--- config.mk ---
export PLATFORM = sky130hd
export DESIGN_NAME = jam_cost_table
export DESIGN_NICKNAME = d
export VERILOG_FILES = /design/src/rtl/jam_cost_table.sv
export SDC_FILE = /design/constraint.sdc
export NUM_CORES = 1
export LEC_CHECK = 0
export ABC_AREA = 1
export ABC_CLOCK_PERIOD_IN_PS = 5350
export CAP_MARGIN = 40
export CORE_MARGIN = 5
export CORE_UTILIZATION = 44
export DETAILED_ROUTE_END_ITERATION = 6
export GPL_TIMING_DRIVEN = 0
export PLACE_DENSITY_LB_ADDON = 0.15
export REMOVE_ABC_BUFFERS = 1
export SKIP_LAST_GASP = 1
export SYNTH_ARGS = -nofsm -noshare
export SYNTH_HDL_FRONTEND = slang
export SYNTH_SLANG_ARGS = --single-unit
export TNS_END_PERCENT = 50
--- constraint.sdc ---
create_clock -name CLK -period 5.35 [get_ports CLK]
set_input_delay 1.3375 -clock CLK [delete_from_list [all_inputs] [get_ports CLK]]
set_output_delay 1.3375 -clock CLK [all_outputs]
set_load 0.02 [all_outputs]
--- src/rtl/jam_cost_table.sv ---
// Cost matrix store for the job-assignment search engine: loads an 8x8 matrix over a
// valid/ready stream, serves combinational reads and accumulates the row-minimum lower bound.
module jam_cost_table #(
    parameter int N_WORKER = 8,
    parameter int COST_W   = 7,
    parameter int SUM_W    = 10
) (
    input  logic              CLK,
    input  logic              RST,
    input  logic              in_valid,
    output logic              in_ready,
    input  logic [COST_W-1:0] in_data,
    input  logic              in_last,
    input  logic              reload,
    input  logic [2:0]        W,
    input  logic [2:0]        J,
    output logic [COST_W-1:0] Cost,
    output logic              table_ready,
    output logic              load_err,
    output logic [SUM_W-1:0]  LowerBound
);

    localparam int N_ENTRY = N_WORKER * N_WORKER;
    localparam logic [COST_W-1:0] COST_MAX = '1;

    typedef enum logic [1:0] {IDLE, LOAD, READY, ERR} state_t;

    state_t             state_reg, state_next;
    logic [5:0]         cnt_reg;
    logic [COST_W-1:0]  row_min_reg;
    logic [SUM_W-1:0]   lower_bound_reg;
    logic [COST_W-1:0]  mem_reg [N_ENTRY];
    logic [N_ENTRY-1:0] wr_en;
    logic               accept;
    logic               restart;
    logic [COST_W-1:0]  cand_min;

    assign accept   = in_valid && (state_reg == LOAD);
    assign restart  = reload && ((state_reg == READY) || (state_reg == ERR));
    assign cand_min = (in_data < row_min_reg) ? in_data : row_min_reg;

    // One-hot write decode from the entry counter
    generate
        for (genvar gi = 0; gi < N_ENTRY; gi++) begin : g_wr_en
            assign wr_en[gi] = accept && (cnt_reg == 6'(gi));
        end
    endgenerate

    always_ff @(posedge CLK) begin
        if (RST) begin
            state_reg <= IDLE;
        end else begin
            state_reg <= state_next;
        end
    end

    always_comb begin
        state_next = state_reg;
        case (state_reg)
            IDLE:  state_next = LOAD;
            LOAD: begin
                if (accept) begin
                    if (cnt_reg == 6'd63) begin
                        state_next = in_last ? READY : ERR;
                    end else if (in_last) begin
                        state_next = ERR;
                    end
                end
            end
            READY: if (reload) state_next = LOAD;
            ERR:   if (reload) state_next = LOAD;
            default: state_next = IDLE;
        endcase
    end

    // Counter and running lower bound; a row closes on its eighth entry
    always_ff @(posedge CLK) begin
        if (RST || restart) begin
            cnt_reg         <= '0;
            row_min_reg     <= COST_MAX;
            lower_bound_reg <= '0;
        end else if (accept) begin
            cnt_reg <= cnt_reg + 6'd1;
            if (cnt_reg[2:0] == 3'd7) begin
                lower_bound_reg <= lower_bound_reg + SUM_W'(cand_min);
                row_min_reg     <= COST_MAX;
            end else begin
                row_min_reg <= cand_min;
            end
        end
    end

    // Array survives reload; only reset clears it
    always_ff @(posedge CLK) begin
        for (int i = 0; i < N_ENTRY; i++) begin
            if (RST) begin
                mem_reg[i] <= '0;
            end else if (wr_en[i]) begin
                mem_reg[i] <= in_data;
            end
        end
    end

    assign Cost        = mem_reg[{W, J}];
    assign in_ready    = (state_reg == LOAD);
    assign table_ready = (state_reg == READY);
    assign load_err    = (state_reg == ERR);
    assign LowerBound  = lower_bound_reg;

endmodule

# [After elaboration in Yosys (flattened, before gate mapping)]
# Memory sizes are Yosys's and may differ from the RTL's.
# Cells that the tools add are included.
[classes] n_addsub=2 bitwise_logic=64 magnitude_cmp=1 n_eq_ne=70 reduce_logical=73 muxes=266
[op_table] cell="$mux 7" count=66
[op_table] cell="$mux 1" count=195
[op_table] cell="$eq 6x6->1 const B" count=32
[op_table] cell="$eq 6x5->1 const B" count=16
[op_table] cell="$logic_and 1x1->1" count=66
[op_table] cell="$or 1x1->1" count=64
[op_table] cell="$eq 6x4->1 const B" count=8
[op_table] cell="$eq 6x3->1 const B" count=4
[op_table] cell="$eq 6x2->1 const B" count=2
[op_table] cell="$add 10x7->10" count=1
[op_table] cell="$mux 2" count=4
[op_table] cell="$lt 7x7->1" count=1
[op_table] cell="$add 6x1->6 const B" count=1
[op_table] cell="$eq 6x1->1 const B" count=1
[op_table] cell="$logic_not 6->1" count=1
[op_table] cell="$pmux 2 s3" count=1
[op_table] cell="$eq 2x2->1 const B" count=2
[op_table] cell="$ne 2x1->1 const B" count=2
[op_table] cell="$eq 3x3->1 const B" count=1
[op_table] cell="$ne 3x1->1 const B" count=1
[op_table] cell="$reduce_and 3->1" count=1
[op_table] cell="$eq 2x1->1 const B" count=1
[op_table] cell="$logic_not 2->1" count=1
[op_table] cell="$logic_or 1x1->1" count=2
[op_table] cell="other kinds (2)" count=2
[totals] memories=1 out_inout_bits=20 wordCells=481 mem_bits_rw=448 register_bits=25 in_bits=18
[memory_table] name="mem_reg" words=64 width=7 read_ports=1 rd_clocked_by_memory_dff=0 write_ports=64 line="32" rtl="logic [COST_W-1:0] mem_reg [N_ENTRY];"

# [Depth between registers and ports, before layout]
[depth] word_depth=7 depth_mapped=19 mapped_depth_nobuf=19

# [Worst setup path before layout]
# No wires, ideal clock.
[synth_timing] path_kind="input to output" startpoint="input J[0]" endpoint="output Cost[1]" t_required_ns=4.013 stages=11 path_buffers=3 slack_ns=1.532 t_arrival_ns=2.480 path_cell_list="buf_4 -> buf_4 -> clkbuf_1 -> nand2_1 -> nand3_1 -> nand3_1 -> nand2_1 -> nand2_1 -> nand3_1 -> nand3_1 -> nand2_1"
[synth_between] elab_chain_cells=1
[synth_lines] item="start: declaration" line="16" rtl="input logic [2:0] J,"
[synth_lines] item="$mem_v2 64x7"
[synth_lines] item="end: declaration" line="17" rtl="output logic [COST_W-1:0] Cost,"
# Every way passes these cells.

# [Worst setup path in the final report]
[layout_timing] startpoint="input J[0]" endpoint="output Cost[3]"
# The elaborated chain is that of the path after synthesis.

==> results.txt <==
----------------------------------------------------
[Status]
  Status ... completed

[Run]
  Count of maximum capacitance violations ... 0

[Place]
  Post-detailed-placement half-perimeter wirelength ... 41.1 mm
  Total of buffers placed on input and output ports ... 37
  Placer's final routability congestion estimate ... 0.905
  Dpl cells ... 3035
  Placement-stage worst setup slack ... -0.722 ns

[Final layout]
  Most used cells in the layout excluding fill and tap cells ... sky130_fd_sc_hd__nand2_1 (624), sky130_fd_sc_hd__edfxtp_1 (448), sky130_fd_sc_hd__nand3_1 (421)
  Share of the core filled with cells ... 49.8%
  Signed area change from the synthesized netlist to the final layout ... 12.0%
  Post-route insts no fill ... 3136
  Net count, final ... approximately 2400
  Leading cell type in the layout, fill and taps excluded ... sky130_fd_sc_hd__nand2_1
  Layout cell share with drive strength beyond 1 ... 15.0%
  Largest register FFs ... 448
  Diodes inserted ... 0

[Critical path]
  R2R Path End ... LowerBound[8]
  Maximum fanout count along the critical path ... 93
  Biggest cell delay along the critical path ... 0.64 ns
  Ordered list of cells on the worst path ... buf_12, buf_16, inv_16, buf_16, nand2_1, nand3_1, nand3_1, nand2_1, nand2_1, nand3_1, nand3_1, nand2_1, clkdlybuf4s50_1
  Worst Path Class, Setup ... primary input to output port
  Cells on worst reg2reg path ... 19
  CP bufs+invs ... 5
  Category of the worst setup path capture point ... output port
  Required time of the critical path ... 4.01 ns
  Flop-to-flop setup slack ... 2.15 ns
  Cell class contributing the biggest share of worst-path delay ... buffers and inverters
  Category of the worst setup path launch point ... primary input
  Worst flop-to-flop path startpoint ... row_min_reg[2]
  Worst EP arrival ... 3.87 ns
  CP max-delay cell ... sky130_fd_sc_hd__clkdlybuf4s50_1

[Synth]
  Avg Synthesized Cell Area ... ~9.7 um^2
  Post-Synthesis Cells ... 2417
  Seq/Total Area, Yosys ... 59.7%
  Share of synthesized cell area in full adder, half adder and majority cells ... 1.05%
  Netlist Area Pre-Place ... 23400 um^2
  Synth Area in Compound Gates ... 2.42%
  Multiplexer area fraction after synthesis ... 0%
  Count of yosys warnings during synthesis ... 0
  Simple-gate portion of the synthesized area ... between 30 and 40%
  Area share of xor/xnor cells in the synthesized design ... less than 1%
  Dominant combinational cell family by area after synthesis ... simple AND/OR/NAND/NOR gates
  FF+latch count, synth ... approximately 470
  Distinct cells, synth ... 39

[Worst hold path]
  Number of cells on the worst hold path ... 2
  End point of the worst hold path ... row_min_reg[4]
  Worst min-delay path category ... flop to flop
  Worst hold path startpoint ... row_min_reg[4]

[Global routing]
  Via count of the first global-routing pass ... 16674
  Wire length of the first global-routing pass ... slightly above 100 mm
  GRT Total Usage ... a little under a quarter
  Number of antenna violations at the first check in global routing ... 0
  Largest net degree at the start of global routing ... 94
  Global-route congestion overflow total ... 0

[Pwr]
  Maximum vdd drop ... around 200 uV
  Power Dens Cells ... 316 nW/um^2
  Static leakage power ... 9.92 nW
  Final total power ... 8.28 mW

[CTS]
  Cts bufs inserted ... 51
  Number of clock sinks ... 473
  Clock Latency Late Sink ... 0.60 ns
  Clock tree from TritonCTS ... built
  H-tree depth ... 2
  # Post-CTS Setup Buffers ... 0
  Cell at the root of the clock tree ... sky130_fd_sc_hd__clkbuf_16
  Maximum clock insertion buffer count ... 3
  Hold_buf cts ... 0
  Clock transition time at the flip-flop clock pins of the worst setup and hold paths ... 0.06 ns

[Route]
  Routed Wire Length ... 66.1 mm
  Routed vias ... about 17000
  Count of nets left with antenna violations after detail routing ... 0
  Vias per inst ... ~5.5
  First-pass DRT Iterations ... 5
  Drt drc ... 0
  Average wire per standard cell ... around 21 um
  Iter 0 DRT Violations ... 1500

[Timing]
  Setup violators final ... 0
  Setup repair after global routing missed its margin ... yes
  Minimum clock period ... between 5 and 6 ns
  Relative slew slack ... 37.7%
  Setup TNS ... 0 ns
  Final Worst Setup Slack ... 0.146 ns
  Number of pins with negative max-slew slack in the final report ... 0
  Transition time at the pin with the least slew margin ... 0.931 ns
  Fin crit share ... 97.3%
  Final count of hold timing violations ... 0
  Clock Skew ... 0.0158 ns
  Highest attainable clock frequency ... 192 MHz

[Die]
  Effective utilization at floorplan ... 44.5%
  # rows ... between 80 and 90
  Die span in x ... around 240 um
  Die Outline Area ... 57800 um^2
  Area of the placeable core ... 52600 um^2
  Floorplan die height ... 240 um
  Boundary Pins ... 38

----------------------------------------------------
==> metrics by stage <==
stage | hold WS [ns] | cell area (um^2)
floorplan | 0.437 | 22600
global placement | 0.449 | 23800
detailed placement | 0.454 | 24500
CTS | 0.469 | 26100
global route | 0.510 | 26200
finish | 0.467 | 26200
==> synth_stat cells (all sizes together) <==
library cell | n | area, um^2
nand2 | 629 | 2390
nor2 | 473 | 2240
nand3 | 461 | 2810
edfxtp | 448 | 13500
clkbuf | 84 | 315
buf | 82 | 458
o21ai | 73 | 365
inv | 66 | 248
a21oi | 26 | 130
dfxtp | 25 | 500
ha | 18 | 225
and2 | 7 | 43.8
a31oi | 5 | 31.3
clkinv | 4 | 23.8
nand4 | 4 | 25.0
nor4 | 2 | 12.5
or2 | 2 | 12.5
a21o | 1 | 7.51
a22o | 1 | 8.76
fa | 1 | 20.0
nand3b | 1 | 7.51
o21a | 1 | 7.51
o22ai | 1 | 6.26
o311ai | 1 | 8.76
xnor2 | 1 | 8.76
==> timing repair <==
action	in CTS	in global routing
pin swaps	0	0
setup endpoints to repair	7	7
cloned	5	1
gates resized for setup	5	3
==> final cells by class <==
cell class / count / area [um^2]
clock buffers: 64 / 1330
well taps: 688 / 861
repair inverters: 1 / 8.76
multi-input cells: 1708 / 8360
repair buffers: 105 / 1160
inverters: 70 / 315
fillers: 4806 / 26400
flip-flops and latches: 473 / 14000
clock inverters: 27 / 184
==> cells by family after synthesis <==
group                    Yosys count
AO/OA/AOI/OAI                    109
AND/OR/NAND/NOR                 1579
flip-flops                       473
XOR/XNOR                           1
buffers and inverters            236
adder cells (fa/ha/maj)           19
==> per-layer routing <==
layer / vias to the layer above / GRT usage, % / share of wire [%]
li1: 8188 / - / -
met1: 8297 / 31.6 / 43
met2: 555 / 37.3 / 47
met3: 131 / 3.66 / 6.3
met4: 0 / 7.67 / 3.6
met5: - / 0 / 0
==> worst max path at each step <==
stage	from	end	cells past startpoint
after global routing	J[0]	Cost[3]	13
after floorplan	RST	mem_reg[0][0]	2
after detailed placement	J[0]	Cost[3]	13
final	J[0]	Cost[3]	13
after CTS	J[0]	Cost[1]	13
after global placement	J[0]	Cost[1]	11
==> tightest hold or removal path, stage by stage, from the launching register on <==
cell and delay [ns]:
sky130_fd_sc_hd__dfxtp_1 0.33, sky130_fd_sc_hd__a21oi_1 0.06, sky130_fd_sc_hd__nand2_1 0.06
==> where the power goes <==
group / switching (mW) / total (mW) / internal (mW)
combinational: 0.579 / 0.790 / 0.211
sequential: 0.0370 / 4.20 / 4.16
clock: 1.45 / 3.29 / 1.84
total: 2.06 / 8.28 / 6.22
(Power assumes the default switching activity.)
